## src/rtl/multicycle_controller.sv

```systemverilog
// rtl/multicycle_controller.sv - multi-cycle RV32I control FSM with traps and retire pulse
module multicycle_controller #(
  parameter int MEM_TIMEOUT = 16,
  parameter bit EN_SYSTEM   = 1'b1
) (
  input  logic       clk,
  input  logic       rst,
  input  logic [6:0] opcode,
  input  logic       branch_taken,
  input  logic       imem_ack,
  input  logic       dmem_ack,
  output logic       imem_req,
  output logic       dmem_req,
  output logic       dmem_we,
  output logic       ir_w_en,
  output logic       pc_w_en,
  output logic [1:0] pc_sel,
  output logic       reg_w_en,
  output logic [1:0] reg_w_sel,
  output logic       reg_imm_sel,
  output logic [2:0] imm_sel,
  output logic       rs1_pc_sel,
  output logic       trap,
  output logic [1:0] trap_cause,
  output logic       retire,
  output logic [2:0] state
);

  typedef enum logic [2:0] {
    S_FETCH  = 3'd0,
    S_DECODE = 3'd1,
    S_EXEC   = 3'd2,
    S_MEM    = 3'd3,
    S_WB     = 3'd4,
    S_TRAP   = 3'd5
  } state_t;

  localparam logic [6:0] OP_LOAD   = 7'b0000011;
  localparam logic [6:0] OP_STORE  = 7'b0100011;
  localparam logic [6:0] OP_REG    = 7'b0110011;
  localparam logic [6:0] OP_IMM    = 7'b0010011;
  localparam logic [6:0] OP_BRANCH = 7'b1100011;
  localparam logic [6:0] OP_LUI    = 7'b0110111;
  localparam logic [6:0] OP_AUIPC  = 7'b0010111;
  localparam logic [6:0] OP_JAL    = 7'b1101111;
  localparam logic [6:0] OP_JALR   = 7'b1100111;
  localparam logic [6:0] OP_FENCE  = 7'b0001111;
  localparam logic [6:0] OP_SYSTEM = 7'b1110011;

  localparam logic [1:0] CAUSE_ILLEGAL = 2'b01;
  localparam logic [1:0] CAUSE_BUS     = 2'b10;
  localparam logic [1:0] CAUSE_ECALL   = 2'b11;

  // Counter only has to reach MEM_TIMEOUT-1: cycle n of a wait is cnt_q == n-1.
  localparam int CW = (MEM_TIMEOUT > 1) ? $clog2(MEM_TIMEOUT) : 1;
  localparam logic [CW-1:0] CNT_LAST = CW'((MEM_TIMEOUT > 0) ? MEM_TIMEOUT - 1 : 0);

  state_t        state_q, state_d;
  logic [CW-1:0] cnt_q, cnt_d;
  logic [1:0]    cause_q, cause_d;
  logic          legal;
  logic          timeout_hit;

  assign timeout_hit = (MEM_TIMEOUT != 0) && (cnt_q == CNT_LAST);
  assign state       = rst ? 3'd0 : state_q;
  assign trap_cause  = rst ? 2'b00 : cause_q;

  // Opcode legality; FENCE/SYSTEM exist only when the system extension is enabled.
  always_comb begin
    legal = 1'b0;
    case (opcode)
      OP_LOAD, OP_STORE, OP_REG, OP_IMM, OP_BRANCH,
      OP_LUI, OP_AUIPC, OP_JAL, OP_JALR: legal = 1'b1;
      OP_FENCE, OP_SYSTEM:               legal = EN_SYSTEM;
      default:                           legal = 1'b0;
    endcase
  end

  // Next state, wait counter, trap cause and per-phase datapath controls.
  always_comb begin
    state_d     = state_q;
    cause_d     = cause_q;
    cnt_d       = cnt_q + CW'(1);
    imem_req    = 1'b0;
    dmem_req    = 1'b0;
    dmem_we     = 1'b0;
    ir_w_en     = 1'b0;
    pc_w_en     = 1'b0;
    pc_sel      = 2'b00;
    reg_w_en    = 1'b0;
    reg_w_sel   = 2'b00;
    reg_imm_sel = 1'b0;
    imm_sel     = 3'b000;
    rs1_pc_sel  = 1'b0;
    trap        = 1'b0;
    retire      = 1'b0;

    case (state_q)
      S_FETCH: begin
        imem_req = 1'b1;
        if (imem_ack) begin
          ir_w_en = 1'b1;
          state_d = S_DECODE;
        end else if (timeout_hit) begin
          state_d = S_TRAP;
          cause_d = CAUSE_BUS;
        end
      end
      S_DECODE: begin
        if (legal) begin
          state_d = S_EXEC;
        end else begin
          state_d = S_TRAP;
          cause_d = CAUSE_ILLEGAL;
        end
      end
      S_EXEC: begin
        case (opcode)
          OP_REG, OP_IMM, OP_LUI, OP_AUIPC: state_d = S_WB;
          OP_LOAD, OP_STORE:                state_d = S_MEM;
          OP_BRANCH: begin
            pc_w_en = 1'b1;
            pc_sel  = branch_taken ? 2'b01 : 2'b00;
            retire  = 1'b1;
            state_d = S_FETCH;
          end
          OP_JAL, OP_JALR: begin
            reg_w_en  = 1'b1;
            reg_w_sel = 2'b10;
            pc_w_en   = 1'b1;
            pc_sel    = 2'b01;
            retire    = 1'b1;
            state_d   = S_FETCH;
          end
          OP_FENCE: begin
            pc_w_en = 1'b1;
            retire  = 1'b1;
            state_d = S_FETCH;
          end
          OP_SYSTEM: begin
            state_d = S_TRAP;
            cause_d = CAUSE_ECALL;
          end
          default: state_d = S_FETCH;
        endcase
      end
      S_MEM: begin
        dmem_req = 1'b1;
        dmem_we  = (opcode == OP_STORE);
        if (dmem_ack) begin
          if (opcode == OP_STORE) begin
            pc_w_en = 1'b1;
            retire  = 1'b1;
            state_d = S_FETCH;
          end else begin
            state_d = S_WB;
          end
        end else if (timeout_hit) begin
          state_d = S_TRAP;
          cause_d = CAUSE_BUS;
        end
      end
      S_WB: begin
        reg_w_en  = 1'b1;
        reg_w_sel = (opcode == OP_LOAD) ? 2'b00 : 2'b01;
        pc_w_en   = 1'b1;
        retire    = 1'b1;
        state_d   = S_FETCH;
      end
      S_TRAP: begin
        trap    = 1'b1;
        pc_w_en = 1'b1;
        pc_sel  = 2'b10;
        state_d = S_FETCH;
      end
      default: state_d = S_FETCH;
    endcase

    // Immediate/operand selects only matter while the datapath is working on the instruction.
    if (state_q == S_EXEC || state_q == S_MEM || state_q == S_WB) begin
      reg_imm_sel = !(opcode == OP_REG || opcode == OP_BRANCH);
      case (opcode)
        OP_LOAD, OP_IMM, OP_JALR: imm_sel = 3'b001;
        OP_STORE:                 imm_sel = 3'b011;
        OP_BRANCH:                imm_sel = 3'b100;
        OP_AUIPC: begin
          imm_sel    = 3'b000;
          rs1_pc_sel = 1'b1;
        end
        OP_JAL: begin
          imm_sel    = 3'b010;
          rs1_pc_sel = 1'b1;
        end
        default:                  imm_sel = 3'b000;
      endcase
    end

    // Every wait starts counting from zero when its state is entered.
    if (state_d != state_q) begin
      cnt_d = '0;
    end

    if (rst) begin
      imem_req    = 1'b0;
      dmem_req    = 1'b0;
      dmem_we     = 1'b0;
      ir_w_en     = 1'b0;
      pc_w_en     = 1'b0;
      pc_sel      = 2'b00;
      reg_w_en    = 1'b0;
      reg_w_sel   = 2'b00;
      reg_imm_sel = 1'b0;
      imm_sel     = 3'b000;
      rs1_pc_sel  = 1'b0;
      trap        = 1'b0;
      retire      = 1'b0;
    end
  end

  // State, wait counter and sticky trap cause registers.
  always_ff @(posedge clk) begin
    if (rst) begin
      state_q <= S_FETCH;
      cnt_q   <= '0;
      cause_q <= 2'b00;
    end else begin
      state_q <= state_d;
      cnt_q   <= cnt_d;
      cause_q <= cause_d;
    end
  end

endmodule

```

## config.mk

```make
export PLATFORM = sky130hd
export DESIGN_NAME = multicycle_controller
export DESIGN_NICKNAME = d
export VERILOG_FILES = /design/src/rtl/multicycle_controller.sv
export SDC_FILE = /design/constraint.sdc
export NUM_CORES = 1
export LEC_CHECK = 0
export ABC_AREA = 0
export CAP_MARGIN = 20
export CORE_ASPECT_RATIO = 0.8
export CORE_MARGIN = 5
export CORE_UTILIZATION = 28
export CTS_CLUSTER_DIAMETER = 100
export DETAILED_ROUTE_END_ITERATION = 8
export GPL_ROUTABILITY_DRIVEN = 0
export PLACE_DENSITY = 0.63
export SETUP_SLACK_MARGIN = 0.5
export SKIP_LAST_GASP = 1
export SLEW_MARGIN = 20
export SYNTH_ARGS = -nofsm -noshare
export SYNTH_HDL_FRONTEND = slang
export SYNTH_SLANG_ARGS = --single-unit
export TNS_END_PERCENT = 50
```

## constraint.sdc

```tcl
create_clock -name clk -period 1.75 [get_ports clk]
set_clock_uncertainty 0.15 [all_clocks]
set_input_delay 0.175 -clock clk [delete_from_list [all_inputs] [get_ports clk]]
set_output_delay 0.175 -clock clk [all_outputs]
set_load 0.02 [all_outputs]
```

Word level (Yosys, flattened, before mapping)
Cells that the tools add are included.

Bits in registers: 9. Latch bits: 0. Bits in writable memories: 0. Bits in read-only memories: 0. Input bits: 12. Output and inout bits: 22. Memories: 0.

$add $sub $neg: 1. $mul: 0. Div/mod/pow operators: 0. Order comparisons: 0. Equal/unequal tests: 22. Shift operators: 0. Multiplexer cells: 53. Bitwise logic cells: 0. Reductions and logical operators: 16.

Operators by type and width (count): $eq 7x7->1 const B (4); $mux 1 (26); $mux 3 (8); $pmux 3 s4 (2); $eq 7x6->1 const B (3); $mux 2 (9); $eq 7x5->1 const B (2); $reduce_or 11->1 (1); $reduce_or 2->1 (5); $pmux 3 s3 (1); $pmux 2 s2 (2); $pmux 2 s4 (1); $reduce_or 4->1 (2); $eq 7x2->1 const B (1); $eq 7x4->1 const B (1); $eq 3x2->1 const B (2); $eq 3x3->1 const B (2); $ne 2x2->1 const B (3); $pmux 1 s3 (2); $reduce_and 5->1 (1); $add 4x1->4 const B (1); $eq 4x4->1 const B (1); $pmux 1 s2 (2); $reduce_bool 4->1 (1); other kinds (7) (9).

Longest topological paths before layout
Depth in word-level cells: 7. Mapped depth: 6. Gate-level depth less buffers: 6.

Worst setup path before layout
Ideal clock, no wire load.

Path type: register to output. Start: register state_q[1]. End: output reg_w_en. Arrival time: 1.819 ns. Setup slack: -0.394 ns. Cell stages (with the launch flop): 5. Cells stage by stage: dfxtp_1 or3b_1 clkbuf_1 nor4_1 a21o_1.

Longest elaborated chain between the ends: 3. Elaborated cells between the ends (all ways): 4.

RTL lines: from (decl) (line 58) `state_t state_q, state_d;`; from (signal assigned) (line 227) `state_q <= state_d;`; $eq 3x3->1 / $eq 3x2->1 (equally long branches) (line 98) `case (state_q)`; $pmux 1 s2 (*) (line 98); $mux 1 (*) (line 203) `if (rst) begin`; to (decl) (line 18) `output logic reg_w_en,`.

Mark *: on every way between the ends. The rest lies on a longest branch, timed or not.

Final worst setup path
Start: register state_q[1]. End: output pc_w_en.

Longest elaborated chain between the ends: 4. Elaborated cells between the ends (all ways): 7.

RTL lines: $eq 3x3->1 (line 98); $reduce_or 2->1 (no source line); $pmux 1 s3 (*) (line 98); $mux 1 (*) (line 203); to (decl) (line 16) `output logic pc_w_en,`.

Marked as above.

==> summary by stage <==
Routing
The first detailed-routing pass took 4 iterations. The ratio of routed vias to standard cells is 5.46. The final routed wirelength across all metal layers is 4070 um. The number of vias after detailed routing is 1,386. The average detailed-routed wire length per instance is 16.0 um.

Once detail routing completed, the nets flagged for antenna violations numbered 0. The count of routing violations after the opening detailed-route iteration is 105. For this run, design rule violations remaining after detail routing come to 0.

CTS
At the later pin of the worst-skew pair, clock insertion delay measures 0.22 ns. CTS built an H-tree with a depth of 1. The clock root buffer is sky130_fd_sc_hd__clkbuf_8. No sink is reached through more buffers than the 2 on the longest clock path. TritonCTS built the clock tree. The total clock buffers created by CTS is 3.

The clock slew seen by the registers of the worst setup and hold paths is 0.04 ns. The number of clock sinks is 9. Hold repair after CTS inserted 0 buffers.

STA
At the pin with the least slew margin, the transition time is 0.434 ns. The share of the clock period used by the worst path after layout is 112%. The total setup violations reported at the end of the flow is 17. The post-route setup TNS is -1.94 ns.

The minimum clock period is 1.97 ns. The number of slew-limit violations in the final report is 0. Setup repair after global routing could not meet its margin everywhere. The final count of hold timing violations was 0. Once routing completed, OpenROAD measured the worst setup slack at -0.218 ns. The worst slew slack as a fraction of its limit is 70.9%.

Derived from the worst setup path, the maximum achievable clock frequency is 0.508 GHz.

Worst setup path
In this run the critical register-to-register path is captured at state_q[2]. In this run the worst setup path begins at state_q[1]. The launch instance of the worst register-to-register path is state_q[1].

For the worst setup path, the data required time is 1.42 ns. The endpoint of the most critical setup path is pc_w_en. The worst register-to-register path has a setup slack of -0.18 ns. The worst setup path is launched from a flip-flop.

The logic depth of the worst register-to-register path is 7. The signal arrival time at the worst endpoint is 1.64 ns. The type of the worst setup path is flip-flop to primary output.

The worst setup path is captured at a primary output. Of all nets on the critical path, the largest fanout is 2.

Power and ir drop
The largest vdd supply drop is 0.000545 V. The share of total power dissipated in the clock network is 25.7%. The net switching power of the design is 0.000306 W.

The power density over the cells is 442 mW/mm2. In this run the static leakage power is 0.816 nW. Internal power comes to 0.000585 W. Of the total power, the share spent switching nets is 34.4%.

The design draws 0.000891 W. In this run, the combinational gates consume 47.9% of the power. Registers are responsible for 26.4% of the overall power.

Run status
The flow ran to the end, but the final reports show violations. The checks that failed: negative setup slack.

GRT
The via count of the first global-routing pass came to 1,285. Entering global routing, the biggest net connects 15 pins. Global routing used 15.2% of the available tracks. The initial antenna violation count is 0. The first global-routing pass estimated 6290 um of wire. Global routing finished with a remaining overflow of 0.

Floorplan
The die span in y is 63.9 um. During I/O placement, the number of pins put on the boundary was 34. The overall die area is 0.00494 mm2.

The initial standard-cell utilization of the core is 29.3%. The region available for standard cell placement spans 0.00347 mm2. In this run the core area contains 19 standard-cell rows.

The die span in x is 77.3 um.

Synth
For this run, asynchronously set or reset flops after synthesis account for 0%. The library cell with the highest instance count after synthesis is sky130_fd_sc_hd__nor2_1. After synthesis, flip-flops and latches occupy 17.7% of the total area. Yosys mapped a number of flops with a built-in enable equal to 0. In the synthesized netlist the dominant register cell turns out to be sky130_fd_sc_hd__dfxtp_1.

The count of mapped cells out of synthesis is 138. The total nets after synthesis is 151. The distinct cell type count of the synthesized netlist is 50. Of all cell types, the one taking the most synthesized area is sky130_fd_sc_hd__dfxtp_1.

The total standard cell area after synthesis is 0.00102 mm2. Counting flops and latches in the post-synthesis netlist gives 9. By count the netlist is led by sky130_fd_sc_hd__nor2_1 (15), sky130_fd_sc_hd__a21oi_1 (12), sky130_fd_sc_hd__dfxtp_1 (9). The synthesized design devotes to its leading area cell type 17.7% of total area. The yosys synthesis warning count is 0. By area the synthesized netlist is led by sky130_fd_sc_hd__dfxtp_1 (18%), sky130_fd_sc_hd__a21oi_1 (5.9%), sky130_fd_sc_hd__nor2_1 (5.5%). In this run the mean area of a mapped cell was 7.36 um2.

Finish
The proportion of layout cells with a drive suffix above 1 is 57.5%. The number of antenna diodes in the final layout is 0. The final layout contains 226 nets. The layout overhead on the synthesized area is 98.3%. The multi-input combinational cell area is 0.00105 mm2.

The total area of sequential cells is 185 um2. Excluding fillers, the count of instances in the completed layout stands at 254. Counting the fill cells in the layout gives 319.

Place
The post-placement cell count is 247. Port buffering added 33 buffers. The half-perimeter wire length of the detailed placement result is 3070 um.

Flow run
The tool flagged a number of max-cap violations equal to 0.

Hold path
The worst hold path class is flip-flop to flip-flop.
## through the flow
step	cell area (um2)	hold slack (ns)	utilization [%]	setup slack [ns]
after floorplan	1170	0.229	-	-0.0402
after detailed placement	1820	0.301	52.4	-0.896
after global placement	1820	0.297	52.4	-0.817
after global routing	2010	0.352	58.0	-0.257
final	2010	0.304	58.0	-0.218
after CTS	1900	0.310	54.8	-0.224
## power groups by stage
stage          logic (W)  clock network [W]  registers [W]
3_5_place_dp    0.000385                  0       0.000234
4_1_cts         0.000390           0.000234       0.000231
2_1_floorplan   0.000209                  0       0.000234
5_1_grt         0.000455           0.000245       0.000236
6_report        0.000427           0.000229       0.000235
3_3_place_gp    0.000376                  0       0.000232
## cell families (layout without fill, tap and decap cells)
logic type	Yosys count	in the layout	share of synthesized area (%)
buf+inv	14	88	7.14
xor+xnor	3	3	2.59
compound gates	40	40	26.8
mux	1	1	0.985
fa+ha+maj	1	1	1.23
simple gates	70	70	43.5
flops	9	9	17.7
## layout by cell type, fill, tap and decap left out, drive strengths merged, types with 2 or more instances in the layout
| master | instances |
|---|---|
| buf | 62 |
| nor2 | 16 |
| a21oi | 13 |
| dfxtp | 9 |
| nand3 | 8 |
| clkbuf | 7 |
| dlygate4sd2 | 6 |
| nor2b | 6 |
| o21ai | 6 |
| clkdlybuf4s50 | 5 |
| nand2 | 5 |
| nor3 | 5 |
| inv | 4 |
| and3 | 4 |
| nand2b | 4 |
| a211oi | 4 |
| clkdlybuf4s15 | 4 |
| a31oi | 4 |
| o32a | 3 |
| or2 | 3 |
| nor3b | 3 |
| nand4bb | 2 |
| xor2 | 2 |
| a21o | 2 |
| nand4 | 2 |
| nor4 | 2 |
| o31ai | 2 |
| nor4b | 2 |
## critical path: stages (launching register included)
cell and delay (ns):
sky130_fd_sc_hd__dfxtp_2 0.32, sky130_fd_sc_hd__or3b_4 0.39, sky130_fd_sc_hd__o32a_1 0.38, sky130_fd_sc_hd__a31oi_4 0.19
sky130_fd_sc_hd__buf_6 0.14
## state kept, by name, indices dropped and copies added (netlist names)
register and cells:
cnt_q 4, state_q 3, cause_q 2
## layer usage
| layer | vias to the layer above | part of all wire [%] | track usage (%) |
|---|---|---|---|
| li1 | 674 | - | - |
| met1 | 633 | 44 | 21.5 |
| met5 | - | 0 | 0 |
| met4 | 0 | 1.3 | 1.93 |
| met3 | 6 | 8.4 | 2.81 |
| met2 | 73 | 46 | 24.7 |
## worst min path at each step
stage               start          to  slack [ns]  depth (start not counted)
2_1_floorplan         rst  state_q[1]        0.23                          2
3_3_place_gp   cause_q[0]  cause_q[0]        0.30                          1
3_5_place_dp   cause_q[0]  cause_q[0]        0.30                          1
4_1_cts        cause_q[0]  cause_q[0]        0.31                          1
5_1_grt        cause_q[0]  cause_q[0]        0.35                          1
6_report       cause_q[0]  cause_q[0]        0.30                          1
## cell type report
class | instances | share of cell area (%)
multi-input combinational | 115 | 52.0
sequential | 9 | 9.19
timing repair buffer | 80 | 33.2
inverter | 4 | 0.745
tap | 42 | 2.61
clock buffer | 4 | 2.24
## repair_timing
action | 4_1_cts | 5_1_grt
gates resized for setup | 117 | 30
setup buffers | 1 | 2
endpoints found under the setup margin | 31 | 31
pin swaps | 6 | 12
No activity file was read; power rests on OpenSTA's default activity.
